## src/rtl/wb_dma_rx_periph_if.sv

```systemverilog
// Wishbone bus bundle shared by wb_dma_rx_periph and its master.
// ADR/SEL are full-width even though the peripheral decodes only ADR[3:2].
interface wb_if;
  logic [31:0] adr;
  logic [31:0] dat_w;
  logic [31:0] dat_r;
  logic [3:0]  sel;
  logic        we;
  logic        cyc;
  logic        stb;
  logic        ack;
  logic        err;

  modport master (output adr, dat_w, sel, we, cyc, stb, input dat_r, ack, err);
  modport slave  (input adr, dat_w, sel, we, cyc, stb, output dat_r, ack, err);
endinterface

```

## src/rtl/wb_dma_rx_periph.sv

```systemverilog
// Receive-side DMA peripheral: producer FIFO drained by wb_dma over a Wishbone slave.
// Optional WB_DMA_RX_PERIPH_ND_EN: FIFO carries a last tag that pulses dma_nd_o on pop.
module wb_dma_rx_periph #(
  parameter int DEPTH   = 16,
  parameter int THR_RST = 4
) (
  input  logic        clk,
  input  logic        rst_i,
  wb_if.slave         s,
  input  logic        push_i,
  input  logic [31:0] push_data_i,
  input  logic        push_last_i,
  output logic        full_o,
  output logic        dma_req_o,
  input  logic        dma_ack_i,
  output logic        dma_nd_o,
  output logic        irq_o
);
  localparam int AW = $clog2(DEPTH);
`ifdef WB_DMA_RX_PERIPH_ND_EN
  localparam int FW = 33;
`else
  localparam int FW = 32;
`endif
  localparam logic [AW:0] PTR_ONE  = 1;
  localparam logic [AW:0] FULL_CNT = DEPTH[AW:0];
  localparam logic [8:0]  DEPTH9   = DEPTH[8:0];

  localparam logic [1:0] ST_IDLE = 2'd0;
  localparam logic [1:0] ST_REQ  = 2'd1;
  localparam logic [1:0] ST_WAIT = 2'd2;

  logic [FW-1:0] mem_q [DEPTH];
  logic [AW:0]   wp_q, rp_q, count;
  logic [8:0]    cnt9;
  logic          full, empty, acc, pop, push_ok, ovf_set, ovf_clr;
  logic [FW-1:0] head, push_word;

  logic          ack_q, ack_d, err_q, err_d;
  logic [31:0]   dat_r_q, dat_r_d;
  logic          en_q, en_d, ie_q, ie_d, ovf_q, ovf_d, nd_q, nd_d;
  logic [8:0]    thr_q, thr_d, thr_w;
  logic [1:0]    state_q, state_d;
  logic [31:0]   status, ctrl;

  assign count  = wp_q - rp_q;
  assign cnt9   = 9'(count);
  assign full   = (count == FULL_CNT);
  assign empty  = (count == '0);
  assign head   = mem_q[rp_q[AW-1:0]];
  assign status = {13'b0, ovf_q, full, empty, 7'b0, cnt9};
  assign ctrl   = {15'b0, thr_q, 6'b0, ie_q, en_q};
  assign thr_w  = s.dat_w[16:8];

  // A new access is only taken while no reply is on the bus.
  assign acc     = s.cyc & s.stb & ~ack_q & ~err_q;
  assign pop     = acc & ~s.we & (s.adr[3:2] == 2'd0) & ~empty;
  assign push_ok = push_i & (~full | pop);
  assign ovf_set = push_i & full & ~pop;

`ifdef WB_DMA_RX_PERIPH_ND_EN
  assign push_word = {push_last_i, push_data_i};
  assign nd_d      = pop & head[32];
`else
  assign push_word = push_data_i;
  assign nd_d      = 1'b0;
  logic unused_nd;
  assign unused_nd = push_last_i;
`endif

  logic unused_bits;
  assign unused_bits = ^{s.sel, s.adr[31:4], s.adr[1:0], s.dat_w[31:19], s.dat_w[17], s.dat_w[7:2]};

  always_comb begin
    ack_d   = 1'b0;
    err_d   = 1'b0;
    dat_r_d = '0;
    en_d    = en_q;
    ie_d    = ie_q;
    thr_d   = thr_q;
    ovf_clr = 1'b0;
    if (acc) begin
      case (s.adr[3:2])
        2'd0: begin
          if (s.we || empty) err_d = 1'b1;
          else begin
            ack_d   = 1'b1;
            dat_r_d = head[31:0];
          end
        end
        2'd1: begin
          ack_d = 1'b1;
          if (s.we) ovf_clr = s.dat_w[18];
          else dat_r_d = status;
        end
        2'd2: begin
          ack_d = 1'b1;
          if (s.we) begin
            en_d  = s.dat_w[0];
            ie_d  = s.dat_w[1];
            thr_d = (thr_w > DEPTH9) ? DEPTH9 : thr_w;
          end else begin
            dat_r_d = ctrl;
          end
        end
        default: ack_d = 1'b1;
      endcase
    end
  end

  // Overflow set beats a same-cycle W1C so a drop is never lost.
  assign ovf_d = ovf_set | (ovf_q & ~ovf_clr);

  always_comb begin
    state_d = state_q;
    case (state_q)
      ST_IDLE: if (en_q && (cnt9 >= thr_q)) state_d = ST_REQ;
      ST_REQ: begin
        if (!en_d) state_d = ST_IDLE;
        else if (dma_ack_i) state_d = ST_WAIT;
`ifdef WB_DMA_RX_PERIPH_ND_EN
        else if (nd_q) state_d = ST_IDLE;
`endif
      end
      ST_WAIT: state_d = ST_IDLE;
      default: state_d = ST_IDLE;
    endcase
  end

  always_ff @(posedge clk) begin
    if (push_ok) mem_q[wp_q[AW-1:0]] <= push_word;
  end

  always_ff @(posedge clk or posedge rst_i) begin
    if (rst_i) begin
      wp_q    <= '0;
      rp_q    <= '0;
      ack_q   <= 1'b0;
      err_q   <= 1'b0;
      dat_r_q <= '0;
      en_q    <= 1'b0;
      ie_q    <= 1'b0;
      thr_q   <= 9'(THR_RST);
      ovf_q   <= 1'b0;
      nd_q    <= 1'b0;
      state_q <= ST_IDLE;
    end else begin
      if (push_ok) wp_q <= wp_q + PTR_ONE;
      if (pop) rp_q <= rp_q + PTR_ONE;
      ack_q   <= ack_d;
      err_q   <= err_d;
      dat_r_q <= dat_r_d;
      en_q    <= en_d;
      ie_q    <= ie_d;
      thr_q   <= thr_d;
      ovf_q   <= ovf_d;
      nd_q    <= nd_d;
      state_q <= state_d;
    end
  end

  assign s.ack     = ack_q;
  assign s.err     = err_q;
  assign s.dat_r   = dat_r_q;
  assign full_o    = full;
  assign dma_req_o = (state_q == ST_REQ);
  assign dma_nd_o  = nd_q;
  assign irq_o     = ie_q & ovf_q;
endmodule
```

## src/flat_wrapper.sv

```systemverilog
// flat-port wrapper written by rule: the top's interface ports become plain ports
module wb_dma_rx_periph_flat 
#(
  parameter int DEPTH   = 16,
  parameter int THR_RST = 4
)
  (clk, rst_i, push_i, push_data_i, push_last_i, full_o, dma_req_o, dma_ack_i, dma_nd_o, irq_o, s_adr, s_dat_w, s_sel, s_we, s_cyc, s_stb, s_dat_r, s_ack, s_err);
  wb_if s_i ();
  input  logic clk;
  input  logic rst_i;
  input  logic push_i;
  input  logic [31:0] push_data_i;
  input  logic push_last_i;
  output logic full_o;
  output logic dma_req_o;
  input  logic dma_ack_i;
  output logic dma_nd_o;
  output logic irq_o;
  input wire logic [$bits(s_i.adr)-1:0] s_adr;
  input wire logic [$bits(s_i.dat_w)-1:0] s_dat_w;
  input wire logic [$bits(s_i.sel)-1:0] s_sel;
  input wire logic [$bits(s_i.we)-1:0] s_we;
  input wire logic [$bits(s_i.cyc)-1:0] s_cyc;
  input wire logic [$bits(s_i.stb)-1:0] s_stb;
  output wire logic [$bits(s_i.dat_r)-1:0] s_dat_r;
  output wire logic [$bits(s_i.ack)-1:0] s_ack;
  output wire logic [$bits(s_i.err)-1:0] s_err;
  assign s_i.adr = s_adr;
  assign s_i.dat_w = s_dat_w;
  assign s_i.sel = s_sel;
  assign s_i.we = s_we;
  assign s_i.cyc = s_cyc;
  assign s_i.stb = s_stb;
  assign s_dat_r = s_i.dat_r;
  assign s_ack = s_i.ack;
  assign s_err = s_i.err;
  wb_dma_rx_periph #(.DEPTH(DEPTH), .THR_RST(THR_RST)) u_core (.clk(clk), .rst_i(rst_i), .s(s_i), .push_i(push_i), .push_data_i(push_data_i), .push_last_i(push_last_i), .full_o(full_o), .dma_req_o(dma_req_o), .dma_ack_i(dma_ack_i), .dma_nd_o(dma_nd_o), .irq_o(irq_o));
endmodule
```

## config.mk

```make
export PLATFORM = sky130hd
export DESIGN_NAME = wb_dma_rx_periph_flat
export DESIGN_NICKNAME = d
export VERILOG_FILES = /design/src/rtl/wb_dma_rx_periph_if.sv /design/src/rtl/wb_dma_rx_periph.sv /design/src/flat_wrapper.sv
export SDC_FILE = /design/constraint.sdc
export NUM_CORES = 1
export LEC_CHECK = 0
export CORE_MARGIN = 4
export CORE_UTILIZATION = 55
export CTS_CLUSTER_DIAMETER = 100
export DETAILED_ROUTE_END_ITERATION = 10
export DONT_BUFFER_PORTS = 1
export HOLD_SLACK_MARGIN = 0.06
export PLACE_DENSITY = 0.7
export SLEW_MARGIN = 20
export SYNTH_ARGS = -nofsm -noshare
export SYNTH_HDL_FRONTEND = slang
export SYNTH_SLANG_ARGS = --single-unit
```

## constraint.sdc

```tcl
create_clock -name clk -period 14.1 [get_ports clk]
set_input_delay 2.115 -clock clk [delete_from_list [all_inputs] [get_ports clk]]
set_output_delay 2.115 -clock clk [all_outputs]
set_load 0.05 [all_outputs]
```

==> flow_summary.ini <==
[status]
status = complete, no violations

[logic_synthesis]
synthMostInstantiatedCell = edfxtp_1
syn_area_mm2 = 0.02232
synth.mux.area_fraction_pct = 15.31
synthTopCellsByArea = edfxtp_1 69%, mux4_2 13%, dfrtp_1 6.4%
synth_area_leader_cell = edfxtp_1
synth_compound_area_share_pct = 2.164
yosysWarnings = 0
synth_flop_cell = edfxtp_1
synth_adder_area_share_pct = 0.8747
synth_fp_nets = 1202
synth-xor-area-share_pct = 0.5046
yosysSeqAreaShare_pct = 75.41
synth.distinct_cells = 56
synth-async-reset-ratio_pct = 10.18
synth_top_area_share_pct = 68.90
synth_commonest_cells = 512 x edfxtp_1, 128 x mux4_2, 70 x nand2_1
ys_ff_latch = 570
synthCells = 1079
synth_top_family_by_area = multiplexers
synth_edf_count = 512
yosys.area_share.simple_pct = 4.037
syn_avg_cell_area_um2 = 20.68

[global_routing]
grt_start_max_net_pins = 63
overflow = 0
antenna_found_initial = 0
grtUsageTotal_pct = 21.49
grt_pass1_wl_um = 70160
grt_pass1_vias = 10770

[drt]
ant_nets = 0
viasPerCell = 6.230
first_pass_iters = 7
remaining_drc_errors = 0
avgRoutedWirePerCell_um = 28.02
totalWireLength_um = 46850
first_iter_violations = 1101
vias = 10420

[die]
rows = 73
io_pins = 146
die_area_mm2 = 0.04386
fp.dieH_um = 209.4
coreArea_mm2 = 0.03991
initial_utilization_pct = 55.91
die_x_um = 209.4

[clocking]
cts_resized = 0
cts_hold_buf = 0
root_buffer = clkbuf_16
postCtsSetupBuffers = 0
clk_pin_slew_ns = 0.06
cts.sink_count = 570
clkLatencyLatePin_ns = 0.60
numCtsBuffers = 54
clockBufferDepth = 3
cts_tree = done
htree_levels = 2

[timing]
finalClockSkew_ns = 0.01673
post-route-period-util_pct = 40.02
hold_viol_final = 0
setup_tns_ns = 0
slew-limit-headroom_pct = 25.17
finalHoldWorstSlack_ns = 0.4980
fin_ws_ns = 8.457
fin_crit_ns = 5.643
rsz0062_at_grt = false
worst_slew_pin_slew_ns = 1.122
finalSetupViolCount = 0
fmax_mhz = 177.2
slew_viol_final = 0

[power]
power_mw = 4.581
peakVddDrop_mv = 0.1258
p_leak_nw = 8.277
power.density_mw_per_mm2 = 185.5

[critical_path]
cp-end-kind = primary output
crit_buf_inv = 1
required_ns = 11.98
max_stage_delay_ns = 0.95
crit_family = flip-flops
setup.worst_path.start_class = flop
crit_path_max_fanout = 53
critPathArrivalTime_ns = 3.53
crit_chain = clkinv_1 > fa_1 > xor2_2 > a211oi_1 > o22a_4
critical_path_class = reg -> out
cpMaxStageDelayCell = dfrtp_4

[placement]
port_buffers = 0
gp_congestion = 0.8387
dpl_cell_area_mm2 = 0.02288
dpl.hpwl_um = 24100
pre_cts_slack_ns = 8.529

[finish]
layout-drive-gt1-share_pct = 24.59
seqCellArea_mm2 = 0.01684
multi_input_area_mm2 = 0.005176
nets = 1224
antennaDiodeCount = 0
syn_to_final_growth_pct = 10.69
final_area_mm2 = 0.02470
n_fill_cell = 2672

[hold_path]
hold_class = reg -> reg

[flow_run]
max_cap_viol_count = 0
## sequential cells by signal, indices dropped and copies added, names as in the netlist
| signal | count |
|---|---|
| u_core.s.ack | 1 |
| u_core.state_q | 2 |
| u_core.s.dat_r | 32 |
| u_core.ovf_q | 1 |
| u_core.s.err | 1 |
| u_core.wp_q | 5 |
| u_core.rp_q | 5 |
| u_core.ie_q | 1 |
| u_core.mem_q | 512 |
| u_core.thr_q | 9 |
| u_core.en_q | 1 |
## cells in the final DEF (no fill, tap or decap), types with 4 or more instances in the layout
cell type and count:
a211oi_1 9, a211oi_2 10, a21oi_1 11, a32oi_1 10, and2_1 5, and3_1 21, and3_2 4, buf_4 22
clkbuf_1 15, clkbuf_16 56, clkbuf_8 17, clkinv_2 8, dfrtp_1 54, edfxtp_1 512, ha_1 14, inv_1 9
mux2i_1 50, mux4_2 128, nand2_1 70, nand3_1 12, nand4_1 10, nor2_1 16, o21ai_0 5, xnor2_1 6
xor2_1 5
## tightest hold or removal path: stages (launching register included)
cell and delay [ns]:
dfstp_2 0.38, nand2_1 0.05, o21ai_0 0.07
## layer usage
metal,share of wire [%],wire length (um),track usage (%),up-vias
li1,-,-,-,4446
met5,0,0,0,-
met1,40,18930,29.88,5520
met4,2.1,970,5.671,0
met2,50,23570,35.11,379
met3,7.2,3381,4.948,71
## where the power goes
group	internal [mW]	leakage, nW	switching (mW)
combinational	0.484	1.99	0.527
clock	0.822	0.884	0.605
sequential	2.02	5.40	0.123
total	3.33	8.28	1.26
## per-stage QoR
stage                     cells  utilization [%]
after global routing       1672            61.88
after detailed placement   1569            57.32
final                      1672            61.88
after floorplan            1079                -
after CTS                  1671            61.81
after global placement     1569            57.32
## cells by family (layout without fill, tap and decap cells)
group           count (synthesis)  after routing
flops                         570            570
mux                           181            181
simple gates                  170            170
buf+inv                        72            140
compound gates                 58             58
fa+ha+maj                      15             15
xor+xnor                       12             12
other cells                     1              1
## area by class of cell
type,instances,area share [%]
inverter,14,0.2128
sequential,570,68.16
tap,525,2.659
clock buffer,89,6.869
clock inverter,13,0.3799
timing repair buffer,24,0.7598
multi-input combinational,437,20.96
## path summary, 6_finish.rpt
check,endpoint,cells after the start,from,slack [ns]
setup / recovery,full_o,5,u_core.rp_q[1]$_DFFE_PP0P_,8.46
hold / removal,u_core.thr_q[2]$_DFFE_PP1P_,2,u_core.thr_q[2]$_DFFE_PP1P_,0.50
setup reg to reg,u_core.mem_q[12][29]$_DFFE_PP_,8,u_core.rp_q[1]$_DFFE_PP0P_,9.52
hold reg to reg,u_core.thr_q[2]$_DFFE_PP1P_,2,u_core.thr_q[2]$_DFFE_PP1P_,0.50
max in group asynchronous,u_core.rp_q[0]$_DFFE_PP0P_,2,rst_i,11.74
min in group asynchronous,u_core.s.dat_r[5]$_DFF_PP0_,2,rst_i,1.67
(Power assumes the default switching activity.)
